## src/rtl/gesture_uart_rx.sv

```systemverilog
// UART receiver for host gesture frames: SYNC_BYTE, code[, ~code] -> held gesture code with link-loss timeout.
// Build option GESTURE_CSUM_EN selects the 3-byte checksummed frame; undefined gives the 2-byte frame.
module gesture_uart_rx #(
    parameter int unsigned CLK_HZ     = 50_000_000,
    parameter int unsigned BAUD       = 115_200,
    parameter int unsigned TIMEOUT_MS = 500,
    parameter logic [7:0]  SYNC_BYTE  = 8'hA5
) (
    input  logic       clk,
    input  logic       reset,
    input  logic       rx,
    output logic [7:0] gesture,
    output logic       gesture_valid,
    output logic       frame_err,
    output logic       link_alive
);

    localparam int unsigned CLKS_PER_BIT   = CLK_HZ / BAUD;
    localparam int unsigned TIMEOUT_CYCLES = (CLK_HZ / 1000) * TIMEOUT_MS;
    localparam int unsigned CNT_W          = $clog2(CLKS_PER_BIT + 1);
    localparam int unsigned TO_W           = $clog2(TIMEOUT_CYCLES + 1);

    localparam logic [CNT_W-1:0] HALF_LAST = CNT_W'(CLKS_PER_BIT / 2 - 1);
    localparam logic [CNT_W-1:0] BIT_LAST  = CNT_W'(CLKS_PER_BIT - 1);
    localparam logic [TO_W-1:0]  TO_LAST   = TO_W'(TIMEOUT_CYCLES - 1);

    typedef enum logic [1:0] {
        BIT_IDLE,
        BIT_START,
        BIT_DATA,
        BIT_STOP
    } bit_state_e;

`ifdef GESTURE_CSUM_EN
    typedef enum logic [1:0] {
        WAIT_SYNC,
        WAIT_CODE,
        WAIT_CSUM
    } parse_state_e;
`else
    typedef enum logic [1:0] {
        WAIT_SYNC,
        WAIT_CODE
    } parse_state_e;
`endif

    // Input synchronizer; flops reset to the idle level so no false start edge follows reset.
    logic rx_meta_q, rx_sync_q, rx_prev_q;

    always_ff @(posedge clk or negedge reset) begin
        if (!reset) begin
            rx_meta_q <= 1'b1;
            rx_sync_q <= 1'b1;
            rx_prev_q <= 1'b1;
        end else begin
            rx_meta_q <= rx;
            rx_sync_q <= rx_meta_q;
            rx_prev_q <= rx_sync_q;
        end
    end

    bit_state_e       bit_state_q, bit_state_d;
    logic [CNT_W-1:0] bit_cnt_q, bit_cnt_d;
    logic [2:0]       bit_idx_q, bit_idx_d;
    logic [7:0]       shift_q, shift_d;
    logic [7:0]       byte_q, byte_d;
    logic             byte_done_q, byte_done_d;
    logic             stop_err_q, stop_err_d;

    always_comb begin
        bit_state_d = bit_state_q;
        bit_cnt_d   = bit_cnt_q;
        bit_idx_d   = bit_idx_q;
        shift_d     = shift_q;
        byte_d      = byte_q;
        byte_done_d = 1'b0;
        stop_err_d  = 1'b0;
        unique case (bit_state_q)
            BIT_IDLE: begin
                if (rx_prev_q && !rx_sync_q) begin
                    bit_state_d = BIT_START;
                    bit_cnt_d   = '0;
                end
            end
            BIT_START: begin
                if (bit_cnt_q == HALF_LAST) begin
                    bit_cnt_d   = '0;
                    bit_idx_d   = '0;
                    bit_state_d = rx_sync_q ? BIT_IDLE : BIT_DATA;
                end else begin
                    bit_cnt_d = bit_cnt_q + CNT_W'(1);
                end
            end
            BIT_DATA: begin
                if (bit_cnt_q == BIT_LAST) begin
                    bit_cnt_d = '0;
                    shift_d   = {rx_sync_q, shift_q[7:1]};
                    if (bit_idx_q == 3'd7) begin
                        bit_state_d = BIT_STOP;
                    end else begin
                        bit_idx_d = bit_idx_q + 3'd1;
                    end
                end else begin
                    bit_cnt_d = bit_cnt_q + CNT_W'(1);
                end
            end
            BIT_STOP: begin
                if (bit_cnt_q == BIT_LAST) begin
                    bit_cnt_d   = '0;
                    bit_state_d = BIT_IDLE;
                    if (rx_sync_q) begin
                        byte_done_d = 1'b1;
                        byte_d      = shift_q;
                    end else begin
                        stop_err_d = 1'b1;
                    end
                end else begin
                    bit_cnt_d = bit_cnt_q + CNT_W'(1);
                end
            end
            default: bit_state_d = BIT_IDLE;
        endcase
    end

    always_ff @(posedge clk or negedge reset) begin
        if (!reset) begin
            bit_state_q <= BIT_IDLE;
            bit_cnt_q   <= '0;
            bit_idx_q   <= '0;
            shift_q     <= '0;
            byte_q      <= '0;
            byte_done_q <= 1'b0;
            stop_err_q  <= 1'b0;
        end else begin
            bit_state_q <= bit_state_d;
            bit_cnt_q   <= bit_cnt_d;
            bit_idx_q   <= bit_idx_d;
            shift_q     <= shift_d;
            byte_q      <= byte_d;
            byte_done_q <= byte_done_d;
            stop_err_q  <= stop_err_d;
        end
    end

    parse_state_e    parse_state_q, parse_state_d;
    logic [7:0]      gesture_q, gesture_d;
    logic            gesture_valid_q, gesture_valid_d;
    logic            frame_err_q, frame_err_d;
    logic            link_alive_q, link_alive_d;
    logic [TO_W-1:0] to_cnt_q, to_cnt_d;
    logic            accept;
    logic [7:0]      accept_code;
`ifdef GESTURE_CSUM_EN
    logic [7:0]      code_q, code_d;
`endif

    function automatic logic code_in_range(input logic [7:0] c);
        return (c >= 8'h01) && (c <= 8'h03);
    endfunction

    always_comb begin
        parse_state_d   = parse_state_q;
        gesture_d       = gesture_q;
        gesture_valid_d = 1'b0;
        frame_err_d     = 1'b0;
        link_alive_d    = link_alive_q;
        to_cnt_d        = to_cnt_q;
        accept          = 1'b0;
        accept_code     = '0;
`ifdef GESTURE_CSUM_EN
        code_d          = code_q;
`endif

        if (link_alive_q) begin
            if (to_cnt_q == TO_LAST) begin
                link_alive_d = 1'b0;
                gesture_d    = '0;
                to_cnt_d     = '0;
            end else begin
                to_cnt_d = to_cnt_q + TO_W'(1);
            end
        end

        if (stop_err_q) begin
            frame_err_d   = 1'b1;
            parse_state_d = WAIT_SYNC;
        end else if (byte_done_q) begin
            unique case (parse_state_q)
                WAIT_SYNC: begin
                    if (byte_q == SYNC_BYTE) parse_state_d = WAIT_CODE;
                end
                WAIT_CODE: begin
                    if (byte_q != SYNC_BYTE) begin
`ifdef GESTURE_CSUM_EN
                        code_d        = byte_q;
                        parse_state_d = WAIT_CSUM;
`else
                        parse_state_d = WAIT_SYNC;
                        if (code_in_range(byte_q)) begin
                            accept      = 1'b1;
                            accept_code = byte_q;
                        end else begin
                            frame_err_d = 1'b1;
                        end
`endif
                    end
                end
`ifdef GESTURE_CSUM_EN
                WAIT_CSUM: begin
                    parse_state_d = WAIT_SYNC;
                    if ((byte_q == ~code_q) && code_in_range(code_q)) begin
                        accept      = 1'b1;
                        accept_code = code_q;
                    end else begin
                        frame_err_d = 1'b1;
                    end
                end
`endif
                default: parse_state_d = WAIT_SYNC;
            endcase
        end

        // An accept overrides a timeout expiring in the same cycle.
        if (accept) begin
            gesture_d       = accept_code;
            gesture_valid_d = 1'b1;
            link_alive_d    = 1'b1;
            to_cnt_d        = '0;
        end
    end

    always_ff @(posedge clk or negedge reset) begin
        if (!reset) begin
            parse_state_q   <= WAIT_SYNC;
            gesture_q       <= '0;
            gesture_valid_q <= 1'b0;
            frame_err_q     <= 1'b0;
            link_alive_q    <= 1'b0;
            to_cnt_q        <= '0;
`ifdef GESTURE_CSUM_EN
            code_q          <= '0;
`endif
        end else begin
            parse_state_q   <= parse_state_d;
            gesture_q       <= gesture_d;
            gesture_valid_q <= gesture_valid_d;
            frame_err_q     <= frame_err_d;
            link_alive_q    <= link_alive_d;
            to_cnt_q        <= to_cnt_d;
`ifdef GESTURE_CSUM_EN
            code_q          <= code_d;
`endif
        end
    end

    assign gesture       = gesture_q;
    assign gesture_valid = gesture_valid_q;
    assign frame_err     = frame_err_q;
    assign link_alive    = link_alive_q;

endmodule
```

## config.mk

```make
export PLATFORM = sky130hd
export DESIGN_NAME = gesture_uart_rx
export DESIGN_NICKNAME = d
export VERILOG_FILES = /design/src/rtl/gesture_uart_rx.sv
export SDC_FILE = /design/constraint.sdc
export NUM_CORES = 1
export LEC_CHECK = 0
export BUFFER_PORTS_ARGS = -buffer_cell sky130_fd_sc_hd__buf_2
export CAP_MARGIN = 0
export CELL_PAD_IN_SITES_DETAIL_PLACEMENT = 0
export CELL_PAD_IN_SITES_GLOBAL_PLACEMENT = 1
export CORE_MARGIN = 4
export CORE_UTILIZATION = 30
export DETAILED_ROUTE_END_ITERATION = 10
export GPL_ROUTABILITY_DRIVEN = 0
export PLACE_DENSITY = 0.6
export SETUP_SLACK_MARGIN = 0.02
export SKIP_CTS_REPAIR_TIMING = 1
export SYNTH_ARGS = -nofsm -noshare
export SYNTH_HDL_FRONTEND = slang
export SYNTH_SLANG_ARGS = --single-unit
```

## constraint.sdc

```tcl
create_clock -name clk -period 2.45 [get_ports clk]
set_clock_uncertainty 0.2 [all_clocks]
set_input_delay 0.49 -clock clk [delete_from_list [all_inputs] [get_ports clk]]
set_output_delay 0.49 -clock clk [all_outputs]
set_load 0.02 [all_outputs]
```

Word-level counts from Yosys, hierarchy flattened
Cells that the tools add are included.

word-level totals
  register bits = 73
  output and inout port bits = 11

cells by class
  $lt $le $gt $ge = 2
  reduce and logical (&&, ||, !) cells = 16
  add/sub/neg operators = 3
  equal/unequal tests = 18
  muxes and demuxes = 51

operator list
  operator                                                        count
  two-way mux 25 bit                                              3
  two-way mux 8 bit                                               8
  two-way mux 9 bit                                               3
  one-hot mux 9 bit (3 select lines)                              1
  adder 25 x 1 -> 25 bit, second input constant                   1
  equality test 25 bit, second input constant                     1
  two-way mux 1 bit                                               20
  two-way mux 2 bit                                               10
  inequality test 2 bit, second input constant                    6
  adder 9 x 1 -> 9 bit, second input constant                     1
  equality test 9 x 8 -> 1 bit, second input constant             1
  equality test 9 bit, second input constant                      1
  two-way mux 3 bit                                               3
  equality test 8 bit, second input constant                      1
  >= comparator 8 x 1 -> 1 bit, second input constant             1
  less-or-equal comparator 8 x 2 -> 1 bit, second input constant  1
  inequality test 8 bit, second input constant                    1
  one-hot mux 2 bit (4 select lines)                              1
  nonzero test 2 bit                                              4
  inequality test 3 bit, second input constant                    2
  one-hot mux 3 bit (2 select lines)                              1
  AND reduction 3 bit                                             2
  AND reduction 5 bit                                             1
  equality test 2 x 1 -> 1 bit, second input constant             2
  other kinds (10)                                                14

Depth between registers and ports, before layout
Gate-level depths: netlist of the first run.

  depth in word-level cells = 9
  mapped depth = 8
  gate-level depth less buffers = 7

Least setup slack after synthesis of the first run
OpenSTA, ideal clock, no wires.

  path kind = flip-flop to flip-flop
  from = register to_cnt_q[17]
  to = register to_cnt_q[18]
  data required time = 2.100 ns
  library setup time = 0.150 ns
  path slack = 0.099 ns
  arrival = 2.001 ns
  path buffers = 1
  cell stages (with the launch flop) = 7
  cell sequence = dfrtp_1 -> or4b_2 -> nor4_4 -> a211oi_1 -> buf_2 -> a41oi_1 -> a31oi_1

between the ends
  longest elaborated chain between the ends = 4
  elaborated cells on any way between the ends = 5

RTL lines
  what                                                            line      RTL
  start, declared                                                 150       logic [TO_W-1:0] to_cnt_q, to_cnt_d;
  start signal, assigned                                          249       to_cnt_q <= to_cnt_d;
  adder 25 x 1 -> 25 bit or equality test 25 bit (tied branches)  180, 175
  two-way mux 25 bit (*)                                          175       if (to_cnt_q == TO_LAST) begin
  two-way mux 25 bit (*)                                          174       if (link_alive_q) begin
  two-way mux 25 bit (*)                                          224       if (accept) begin

Every way passes the cells marked *; elsewhere a longest branch is shown, timed or not. The select of a mux whose other input is x is not followed.
A chain may end at the register's enable or synchronous reset.

Final worst setup path of the first run
  from = register byte_q[2]
  to = register to_cnt_q[16]

between the ends
  longest elaborated chain between the ends = 8
  elaborated cells on any way between the ends = 11

RTL lines
  what                                                                                     line  RTL
  start, declared                                                                          66    logic [7:0] byte_q, byte_d;
  start signal, assigned                                                                   139   byte_q <= byte_d;
  >= comparator 8 x 1 -> 1 bit or less-or-equal comparator 8 x 2 -> 1 bit (tied branches)  158   return (c >= 8'h01) && (c <= 8'h03);
  logical AND 1 bit                                                                        158
  two-way mux 1 bit                                                                        199   if (code_in_range(byte_q)) begin
  two-way mux 1 bit (*)                                                                    193   if (byte_q != SYNC_BYTE) begin
  two-way mux 1 bit (*)                                                                    188   unique case (parse_state_q)
  two-way mux 1 bit (*)                                                                    187   end else if (byte_done_q) begin
  two-way mux 1 bit (*)                                                                    184   if (stop_err_q) begin
  two-way mux 25 bit or nonzero test 2 bit (tied branches)                                 n/a

Every way passes the cells marked *; elsewhere a longest branch is shown, timed or not.

==> results of run 1 <==
area by class of cell:
class,instances,area (sq um),share of cell area (%)
Multi-Input combinational cell,231,1600,37.4
Sequential cell,72,1810,42.2
Clock inverter,6,92.6,2.17
Clock buffer,10,229,5.36
Inverter,8,30.0,0.702
Timing Repair Buffer,46,343,8.02
Tap cell,140,175,4.10
worst register-to-register path, stage by stage (launching register included):
cell     delay, ns
dfrtp_1       0.38
or3_1         0.43
o41a_1        0.52
or4_4         0.52
xor2_2        0.15
nor2_2        0.04
cell families (layout without fill, tap and decap cells):
| group | count (synthesis) | count (layout) | synth area share (%) |
|---|---|---|---|
| AND/OR/NAND/NOR | 142 | 142 | 23.3 |
| flip-flops | 72 | 72 | 52.5 |
| AO/OA/AOI/OAI | 47 | 48 | 9.67 |
| buffers and inverters | 19 | 70 | 2.22 |
| multiplexers | 18 | 18 | 5.85 |
| XOR/XNOR | 17 | 17 | 4.33 |
| adder cells (fa/ha/maj) | 6 | 6 | 2.18 |
power groups by stage:
stage	combinational (mW)	sequential [mW]	clock (mW)
floorplan	0.224	1.32	0
global placement	0.340	1.33	0
detailed placement	0.345	1.33	0
CTS	0.346	1.31	1.45
global route	0.395	1.32	1.51
finish	0.343	1.31	1.41
Yosys cell counts, types with 3 or more instances:
cell       n  share of area [%]
xnor2_1   12                3.1
nand2b_1   4               0.73
xor2_1     5                1.3
and3_1     6                1.1
nand3_1   23                3.3
a21oi_1    8                1.2
nor3_1     7                1.0
nand3b_1   5                1.1
a22o_1     8                2.0
buf_2      4               0.58
nor4_1     7                1.3
ha_1       6                2.2
nand4_1    9                1.6
or3_1      6                1.1
nor4bb_1   3               0.87
a31oi_1    7                1.3
dfstp_2    3                2.3
dfrtp_1   69                 50
clkbuf_1   7               0.76
nand2_1   21                2.3
nor2_1    27                2.9
inv_1      8               0.87
and2_1     9                1.6
mux2_2    17                5.6
o21ai_0   10                1.5
stage by stage:
stage / hold slack [ns] / std cells / area, sq um
2_1_floorplan: -0.00559 / 321 / 3440
3_3_place_gp: 0.146 / 494 / 3890
3_5_place_dp: 0.148 / 494 / 3890
4_1_cts: -0.138 / 510 / 4220
5_1_grt: 0.0412 / 513 / 4280
6_report: 0.0584 / 513 / 4280
flip-flops by register name, indices dropped and copies added (netlist names), 3 cells and up, named ones only:
name / count
to_cnt_q: 25
bit_cnt_q: 9
gesture: 8
shift_q: 8
bit_idx_q: 3
byte_q: 8
worst paths after layout:
kind | end | slack, ns | startpoint | depth (start not counted)
min in group asynchronous | gesture[7]$_DFFE_PN0P_ | 0.40 | reset | 2
min | rx_meta_q$_DFF_PN1_ | 0.06 | rx | 1
max reg2reg | to_cnt_q[16]$_DFFE_PN0P_ | 0.1 | byte_q[2]$_DFFE_PN0P_ | 5
max in group asynchronous | rx_sync_q$_DFF_PN1_ | 1.08 | reset | 3
min reg2reg | rx_sync_q$_DFF_PN1_ | 0.16 | rx_meta_q$_DFF_PN1_ | 0
max | to_cnt_q[16]$_DFFE_PN0P_ | 0.1 | byte_q[2]$_DFFE_PN0P_ | 5
routing by layer:
layer | up-vias | track usage, %
met5 | - | 0
met4 | 0 | 3.83
met3 | 8 | 3.74
met2 | 30 | 20.5
met1 | 1304 | 16.8
li1 | 1270 | -
==> results by group, run 1 <==
Status
  • Status: finished, final reports clean

Clock network
  • Clk slew on worst S/H paths: 0.06 ns
  • Clock tree buffer depth: 2
  • Num CTS Buffers: 9
  • Clock sink count: 72
  • Worst-skew pair later-pin latency: 0.33 ns
  • TritonCTS clock tree: yes
  • CTS root buf: clkbuf_16
  • H-tree depth: 3

Global route
  • Initial antenna violation count: 0
  • Vias in the first global route: 2657
  • Tot GR Track Use: 12.8%
  • First-pass GRT wire length: 13400 um
  • Pin count of the biggest net entering global routing: 38
  • GRT overflow: 0

Setup path
  • Slowest stage delay, CP: 0.52 ns
  • Worst path slowest cell: o41a_1
  • CP arrival: 2.38 ns
  • CP Max Fanout: 5
  • Crit start category: register
  • Crit path max-delay family: simple AND/OR/NAND/NOR gates
  • CP cell instances: or3_1, o41a_1, or4_4, xor2_2, nor2_2
  • Worst setup path category: register to register
  • Required time worst endpoint: 2.47 ns
  • CP bufs+invs: 0
  • CP Capture Type: register

Timing
  • Fin. max-slew vios: 0
  • Slew headroom: 54.7%
  • Final worst-path setup slack: 0.0985 ns
  • Slew at the pin closest to its max-slew limit: 0.673 ns
  • Peak Freq: 425 MHz
  • RSZ-0062 raised after global routing: false
  • Final hold violations: 0
  • Period utilization: 96.0%
  • Setup TNS: 0 ns
  • Tmin final: 2.35 ns
  • Final setup viols: 0

Synth
  • Synthesized flop and latch total: 72
  • Post-synth EDFFs: 0
  • Proportion of synthesized chip area in sequential cells: 52.5%
  • Synth async-reset ratio: 100%
  • Gate Count Post-Synth: 321
  • Syn avg cell area: 10.7 sq um
  • Net Count, Synth: 330
  • Most used DFF post-synth: dfrtp_1
  • Cell Area, Synth: 3440 sq um
  • Distinct cells, synth: 50
  • Synthesis Warnings: 0

Pwr
  • Clk network pwr share: 46.1%
  • Switching Fraction: 24.8%
  • Combinational power share: 11.2%
  • Leakage: 1.96 nW
  • Net Sw Power: 0.761 mW
  • Cell Pwr Density: 717 nW/um^2
  • Power, Total: 3.06 mW
  • P_int: 2.30 mW
  • Max VDD drop: 0.580 mV
  • Reg power frac: 42.7%

Min path
  • Worst min-delay path class: input port to register

Layout
  • Share of post-route cells with drive strength above 1: 25.2%
  • Most common cell after layout, fill and taps aside: dfrtp_1
  • Inserted Diodes: 0
  • Fin util: 38.8%
  • Commonest non-fill, non-tap cells in the layout: 69 x dfrtp_1, 31 x buf_4, 26 x nor2_1
  • Final Net Count: 377
  • Layout Area Growth over Synthesis: 24.3%
  • FILL cells: 1139

Die
  • Core ar.: 11000 sq um
  • Initial core utilization: 31.2%
  • Top Ports: 14
  • Die W: 115 um
  • Std cell rows: 38
  • Die H: 115 um
  • Die Area: 13200 sq um

Placement
  • Hpwl dp: 5310 um
  • Place WS: 0.0417 ns
  • Port-buffer cells: 13

Drt
  • Routed WL: 7780 um
  • Vias per std cell: 5.09
  • DRC Markers: 0
  • Initial DRT Pass Iterations: 6
  • Vias: 2612
  • WL met2: 3780 um
  • DRT antenna net count: 0
  • WL met1: 3710 um
  • Initial DRC Count: 107
  • WL/cell: 15.2 um
  • Highest routed metal layer: met4
  • Metal3 WL: 202 um

Job
  • Max Cap Viol: 0
(Power assumes the default switching activity.)
==> run 2, diff against run 1 <==
CORE_UTILIZATION = 44   (was 30)
PLACE_DENSITY = 0.8   (was 0.6)
==> results by group, run 2 (synthesis results as in run 1) <==
Setup path
  • Worst setup path category: register to register (unchanged)
  • Crit start category: register (unchanged)
  • CP Capture Type: register (unchanged)
  • Flop-to-flop setup slack: 0.1 ns (about the same)
  • Required time worst endpoint: 2.49 ns (was 2.47 ns)
  • CP Max Fanout: 7 (was 5)
  • CP arrival: 2.40 ns (was 2.38 ns)

Layout
  • Inserted Diodes: 0 (unchanged)
  • Fin area: 3970 sq um (was 4280 sq um)
  • Reg area: 1810 sq um (unchanged)
  • Biggest regs: to_cnt_q: 25 flops, bit_cnt_q: 9 flops (unchanged)
  • Biggest register: to_cnt_q (unchanged)
  • Final Net Count: 365 (was 377)
  • Fin util: 53.6% (was 38.8%)
  • Most common cell after layout, fill and taps aside: dfrtp_1 (unchanged)
  • Share of post-route cells with drive strength above 1: 22.4% (was 25.2%)
  • Commonest non-fill, non-tap cells in the layout: 69 x dfrtp_1, 27 x nor2_1, 23 x nand3_1 (was 69 x dfrtp_1, 31 x buf_4, 26 x nor2_1)
  • FILL cells: 659 (was 1139)
  • Final cell count without fillers: 460 (was 513)
  • Largest register FFs: 25 (unchanged)
  • Area of the multi-input gates: 1570 sq um (was 1600 sq um)
  • Layout Area Growth over Synthesis: 15.5% (was 24.3%)

Die
  • Core ar.: 7410 sq um (was 11000 sq um)
  • Die Area: 9300 sq um (was 13200 sq um)
  • Std cell rows: 31 (was 38)
  • Die W: 96.4 um (was 115 um)
  • Top Ports: 14 (unchanged)
  • Die H: 96.4 um (was 115 um)
  • Initial core utilization: 46.4% (was 31.2%)

Min path
  • Worst min-delay path class: input port to register (unchanged)

Timing
  • Setup TNS: 0 ns (unchanged)
  • Final setup viols: 0 (unchanged)
  • Fin. max-slew vios: 0 (unchanged)
  • Peak Freq: 425 MHz (about the same)
  • Final hold violations: 0 (unchanged)
  • Hold_ws: 0.0309 ns (was 0.0584 ns)
  • Slew at the pin closest to its max-slew limit: 0.666 ns (was 0.673 ns)
  • Final worst-path setup slack: 0.0952 ns (was 0.0985 ns)
  • Tmin final: 2.35 ns (about the same)
  • RSZ-0062 raised after global routing: false (unchanged)
  • Slew headroom: 55.1% (was 54.7%)
  • Period utilization: 96.1% (was 96.0%)

Drt
  • DRT antenna net count: 0 (unchanged)
  • Initial DRT Pass Iterations: 4 (was 6)
  • DRC Markers: 0 (unchanged)
  • Routed WL: 6710 um (was 7780 um)
  • Vias per std cell: 5.50 (was 5.09)
  • Vias: 2532 (was 2612)
  • WL/cell: 14.6 um (was 15.2 um)
  • Initial DRC Count: 83 (was 107)

Pwr
  • Clk network pwr share: 35.0% (was 46.1%)
  • Leakage: 1.85 nW (was 1.96 nW)
  • Power, Total: 2.49 mW (was 3.06 mW)
  • Combinational power share: 12.0% (was 11.2%)
  • Switching Fraction: 29.0% (was 24.8%)
  • P_int: 1.77 mW (was 2.30 mW)
  • Max VDD drop: 0.443 mV (was 0.580 mV)
  • Net Sw Power: 0.725 mW (was 0.761 mW)
  • Cell Pwr Density: 628 nW/um^2 (was 717 nW/um^2)
  • Reg power frac: 53.0% (was 42.7%)

Global route
  • Tot GR Track Use: 16.5% (was 12.8%)
  • Initial antenna violation count: 0 (unchanged)
  • First-pass GRT wire length: 11800 um (was 13400 um)
  • Pin count of the biggest net entering global routing: 73 (was 38)
  • GRT overflow: 0 (unchanged)
  • Vias in the first global route: 2529 (was 2657)

Clock network
  • H-tree depth: 3 (unchanged)
  • TritonCTS clock tree: yes (unchanged)
  • Clk slew on worst S/H paths: 0.09 ns (was 0.06 ns)
  • Clock sink count: 72 (unchanged)
  • Num CTS Buffers: 9 (unchanged)
  • Worst-skew pair later-pin latency: 0.35 ns (was 0.33 ns)
  • CTS root buf: clkbuf_8 (was clkbuf_16)
  • Clock tree buffer depth: 2 (unchanged)

Placement
  • Placed cell area: 3770 sq um (was 3890 sq um)
  • Placed Cells: 443 (was 494)
  • Port-buffer cells: 13 (unchanged)
  • Hpwl dp: 4720 um (was 5310 um)
  • Place WS: 0.108 ns (was 0.0417 ns)

Status
  • Status: finished, final reports clean (unchanged)

Job
  • Max Cap Viol: 0 (unchanged)
==> run 2: worst paths after layout <==
path	from	to	cells after the start
min in group asynchronous	reset	to_cnt_q[5]$_DFFE_PN0P_	3
hold reg to reg	rx_meta_q$_DFF_PN1_	rx_sync_q$_DFF_PN1_	0
setup reg to reg	byte_q[3]$_DFFE_PN0P_	to_cnt_q[16]$_DFFE_PN0P_	5
setup / recovery	byte_q[3]$_DFFE_PN0P_	to_cnt_q[16]$_DFFE_PN0P_	5
max in group asynchronous	reset	rx_sync_q$_DFF_PN1_	3
hold / removal	rx	rx_meta_q$_DFF_PN1_	1
==> run 2: critical path: stages (launching register included) <==
cell and delay, ns:
dfrtp_1 0.38, or3_1 0.40, o41a_1 0.53, or4_4 0.52, xor2_1 0.18, nor2_2 0.04
==> run 2: area by class of cell <==
cell class                      count  area share, %
Clock buffer                        9           3.12
Inverter                            8          0.756
Timing Repair Buffer               35           6.49
Clock inverter                      7           1.54
Tap cell                           99           3.12
Multi-Input combinational cell    230           39.5
Sequential cell                    72           45.4
==> run 2: power groups by stage <==
stage          sequential [mW]  clock, mW  combinational (mW)
2_1_floorplan             1.32          0               0.224
3_3_place_gp              1.34          0               0.290
3_5_place_dp              1.35          0               0.301
4_1_cts                   1.32      0.915               0.303
5_1_grt                   1.33      0.955               0.353
6_report                  1.32      0.874               0.299
==> run 2: layer usage <==
| layer | global-route usage, % | vias to the layer above | routed length (um) |
|---|---|---|---|
| li1 | - | 1241 | - |
| met1 | 21.0 | 1251 | 3080 |
| met2 | 27.4 | 31 | 3350 |
| met3 | 2.87 | 9 | 161 |
| met4 | 7.59 | 0 | 121 |
| met5 | 0 | - | 0 |
==> run 3, diff against run 2 <==
CORE_MARGIN = unset   (was 4)
==> results by group, run 3 (synthesis results as in run 1) <==
Drt
  • Vias per std cell: 5.53 (was 5.50)
  • Initial DRC Count: 98 (was 83)
  • WL/cell: 15.2 um (was 14.6 um)
  • Metal3 WL: 267 um (was 161 um)
  • Initial DRT Pass Iterations: 4 (unchanged)
  • WL met2: 3410 um (was 3350 um)
  • Vias: 2564 (was 2532)
  • WL met1: 3300 um (was 3080 um)
  • Highest routed metal layer: met4 (unchanged)
  • DRT antenna net count: 0 (unchanged)
  • DRC Markers: 0 (unchanged)
  • Routed WL: 7050 um (was 6710 um)

Die
  • Initial core utilization: 46.4% (unchanged)
  • Std cell rows: 31 (unchanged)
  • Die W: 90.4 um (was 96.4 um)
  • Core ar.: 7410 sq um (unchanged)
  • Top Ports: 14 (unchanged)
  • Die Area: 8180 sq um (was 9300 sq um)
  • Die H: 90.4 um (was 96.4 um)

Placement
  • Port-buffer cells: 13 (unchanged)
  • Hpwl dp: 4990 um (was 4720 um)
  • Placed Cells: 446 (was 443)

Clock network
  • Clock tree buffer depth: 2 (unchanged)
  • CTS root buf: clkbuf_8 (unchanged)
  • Worst-skew pair later-pin latency: 0.35 ns (about the same)
  • Clk slew on worst S/H paths: 0.08 ns (was 0.09 ns)
  • Num CTS Buffers: 9 (unchanged)
  • TritonCTS clock tree: yes (unchanged)
  • H-tree depth: 3 (unchanged)
  • Clock sink count: 72 (unchanged)

Global route
  • First-pass GRT wire length: 12200 um (was 11800 um)
  • Initial antenna violation count: 0 (unchanged)
  • Tot GR Track Use: 19.0% (was 16.5%)
  • GRT overflow: 0 (unchanged)
  • Vias in the first global route: 2542 (was 2529)
  • Pin count of the biggest net entering global routing: 33 (was 73)

Timing
  • Slew at the pin closest to its max-slew limit: 0.608 ns (was 0.666 ns)
  • Peak Freq: 427 MHz (was 425 MHz)
  • Setup TNS: 0 ns (unchanged)
  • RSZ-0062 raised after global routing: false (unchanged)
  • Fin. max-slew vios: 0 (unchanged)
  • Final hold violations: 0 (unchanged)
  • Final setup viols: 0 (unchanged)
  • Period utilization: 95.5% (was 96.1%)
  • Tmin final: 2.34 ns (was 2.35 ns)
  • Slew headroom: 59.1% (was 55.1%)

Min path
  • Hold path depth: 1 (unchanged)
  • Worst min-delay path class: input port to register (unchanged)

Pwr
  • Leakage: 1.87 nW (was 1.85 nW)
  • Max VDD drop: 0.770 mV (was 0.443 mV)
  • P_int: 1.87 mW (was 1.77 mW)
  • Combinational power share: 11.7% (was 12.0%)
  • Clk network pwr share: 37.0% (was 35.0%)
  • Cell Pwr Density: 644 nW/um^2 (was 628 nW/um^2)
  • Power, Total: 2.58 mW (was 2.49 mW)
  • Reg power frac: 51.2% (was 53.0%)
  • Net Sw Power: 0.715 mW (was 0.725 mW)
  • Switching Fraction: 27.7% (was 29.0%)

Layout
  • Commonest non-fill, non-tap cells in the layout: 69 x dfrtp_1, 27 x nor2_1, 26 x buf_4 (was 69 x dfrtp_1, 27 x nor2_1, 23 x nand3_1)
  • Most common cell after layout, fill and taps aside: dfrtp_1 (unchanged)
  • Biggest regs: to_cnt_q: 25 flops, bit_cnt_q: 9 flops (unchanged)
  • Layout Area Growth over Synthesis: 16.7% (was 15.5%)
  • Largest register FFs: 25 (unchanged)
  • FILL cells: 643 (was 659)
  • Inserted Diodes: 0 (unchanged)
  • Final Net Count: 369 (was 365)
  • Final cell count without fillers: 464 (was 460)
  • Reg area: 1810 sq um (unchanged)
  • Area of the multi-input gates: 1590 sq um (was 1570 sq um)
  • Share of post-route cells with drive strength above 1: 23.6% (was 22.4%)
  • Biggest register: to_cnt_q (unchanged)

Setup path
  • CP Max Fanout: 5 (was 7)
  • End of the critical path: to_cnt_q[16]$_DFFE_PN0P_ (unchanged)
  • CP arrival: 2.38 ns (was 2.40 ns)
  • Crit start category: register (unchanged)
  • Worst Reg-to-Reg Cells: 5 (unchanged)
  • CP Capture Type: register (unchanged)
  • Worst setup path category: register to register (unchanged)
  • R2r startpoint: byte_q[2]$_DFFE_PN0P_ (was byte_q[3]$_DFFE_PN0P_)
  • Flop-to-flop setup slack: 0.11 ns (was 0.1 ns)
  • Crit. Startpoint: byte_q[2]$_DFFE_PN0P_ (was byte_q[3]$_DFFE_PN0P_)
  • Required time worst endpoint: 2.49 ns (about the same)
  • FF-to-FF End: to_cnt_q[16]$_DFFE_PN0P_ (unchanged)

Status
  • Status: finished, final reports clean (unchanged)

Job
  • Max Cap Viol: 0 (unchanged)
[run 3: cell types whose count changed in the layout (fill, tap and decap cells not counted), sizes merged]
cell	before	now
buf	34	38
clkinv	1	3
clkinvlp	2	0
bufinv	0	1
inv	12	11
[run 3: layout make-up]
class | instances | share of cell area (%)
Clock buffer | 9 | 3.09
Clock inverter | 7 | 1.96
Inverter | 8 | 0.748
Multi-Input combinational cell | 230 | 39.5
Sequential cell | 72 | 45.0
Tap cell | 99 | 3.09
Timing Repair Buffer | 39 | 6.61
[run 3: power groups by stage]
stage               registers [mW]  clock network, mW  logic, mW
floorplan                     1.32                  0      0.224
global placement              1.35                  0      0.296
detailed placement            1.35                  0      0.303
CTS                           1.32              0.988      0.307
global route                  1.34               1.03      0.347
finish                        1.32              0.957      0.303
[run 3: stage by stage]
stage	hold WS, ns	setup slack (ns)	area, sq um	utilization (%)
3_3_place_gp	0.145	0.0195	3770	50.8
3_5_place_dp	0.147	0.0195	3770	50.8
4_1_cts	-0.127	-0.00847	3970	53.6
2_1_floorplan	-0.00559	0.0994	3440	-
6_report	0.0278	0.109	4020	54.2
5_1_grt	0.00443	0.0236	4020	54.2
[run 3: worst min path at each step]
| stage | from | endpoint | slack [ns] |
|---|---|---|---|
| floorplan | reset | asynchronous set/reset pin | -0.006 |
| global placement | rx_meta_q$_DFF_PN1_ | rx_sync_q$_DFF_PN1_ | 0.15 |
| detailed placement | rx_meta_q$_DFF_PN1_ | rx_sync_q$_DFF_PN1_ | 0.15 |
| CTS | reset | asynchronous set/reset pin | -0.13 |
| global route | rx | rx_meta_q$_DFF_PN1_ | 0.004 |
| finish | rx | rx_meta_q$_DFF_PN1_ | 0.03 |
[run 3: per-layer routing]
layer | global-route usage (%) | vias up
met3 | 4.80 | 6
li1 | - | 1251
met4 | 7.53 | 0
met1 | 24.3 | 1260
met5 | 0 | -
met2 | 30.9 | 47
[run 3: worst max-delay path: stages, from the launching register on]
cell	delay (ns)
dfrtp_1	0.39
or3_1	0.39
o41a_1	0.51
or4_4	0.51
xor2_1	0.18
nor2_2	0.05
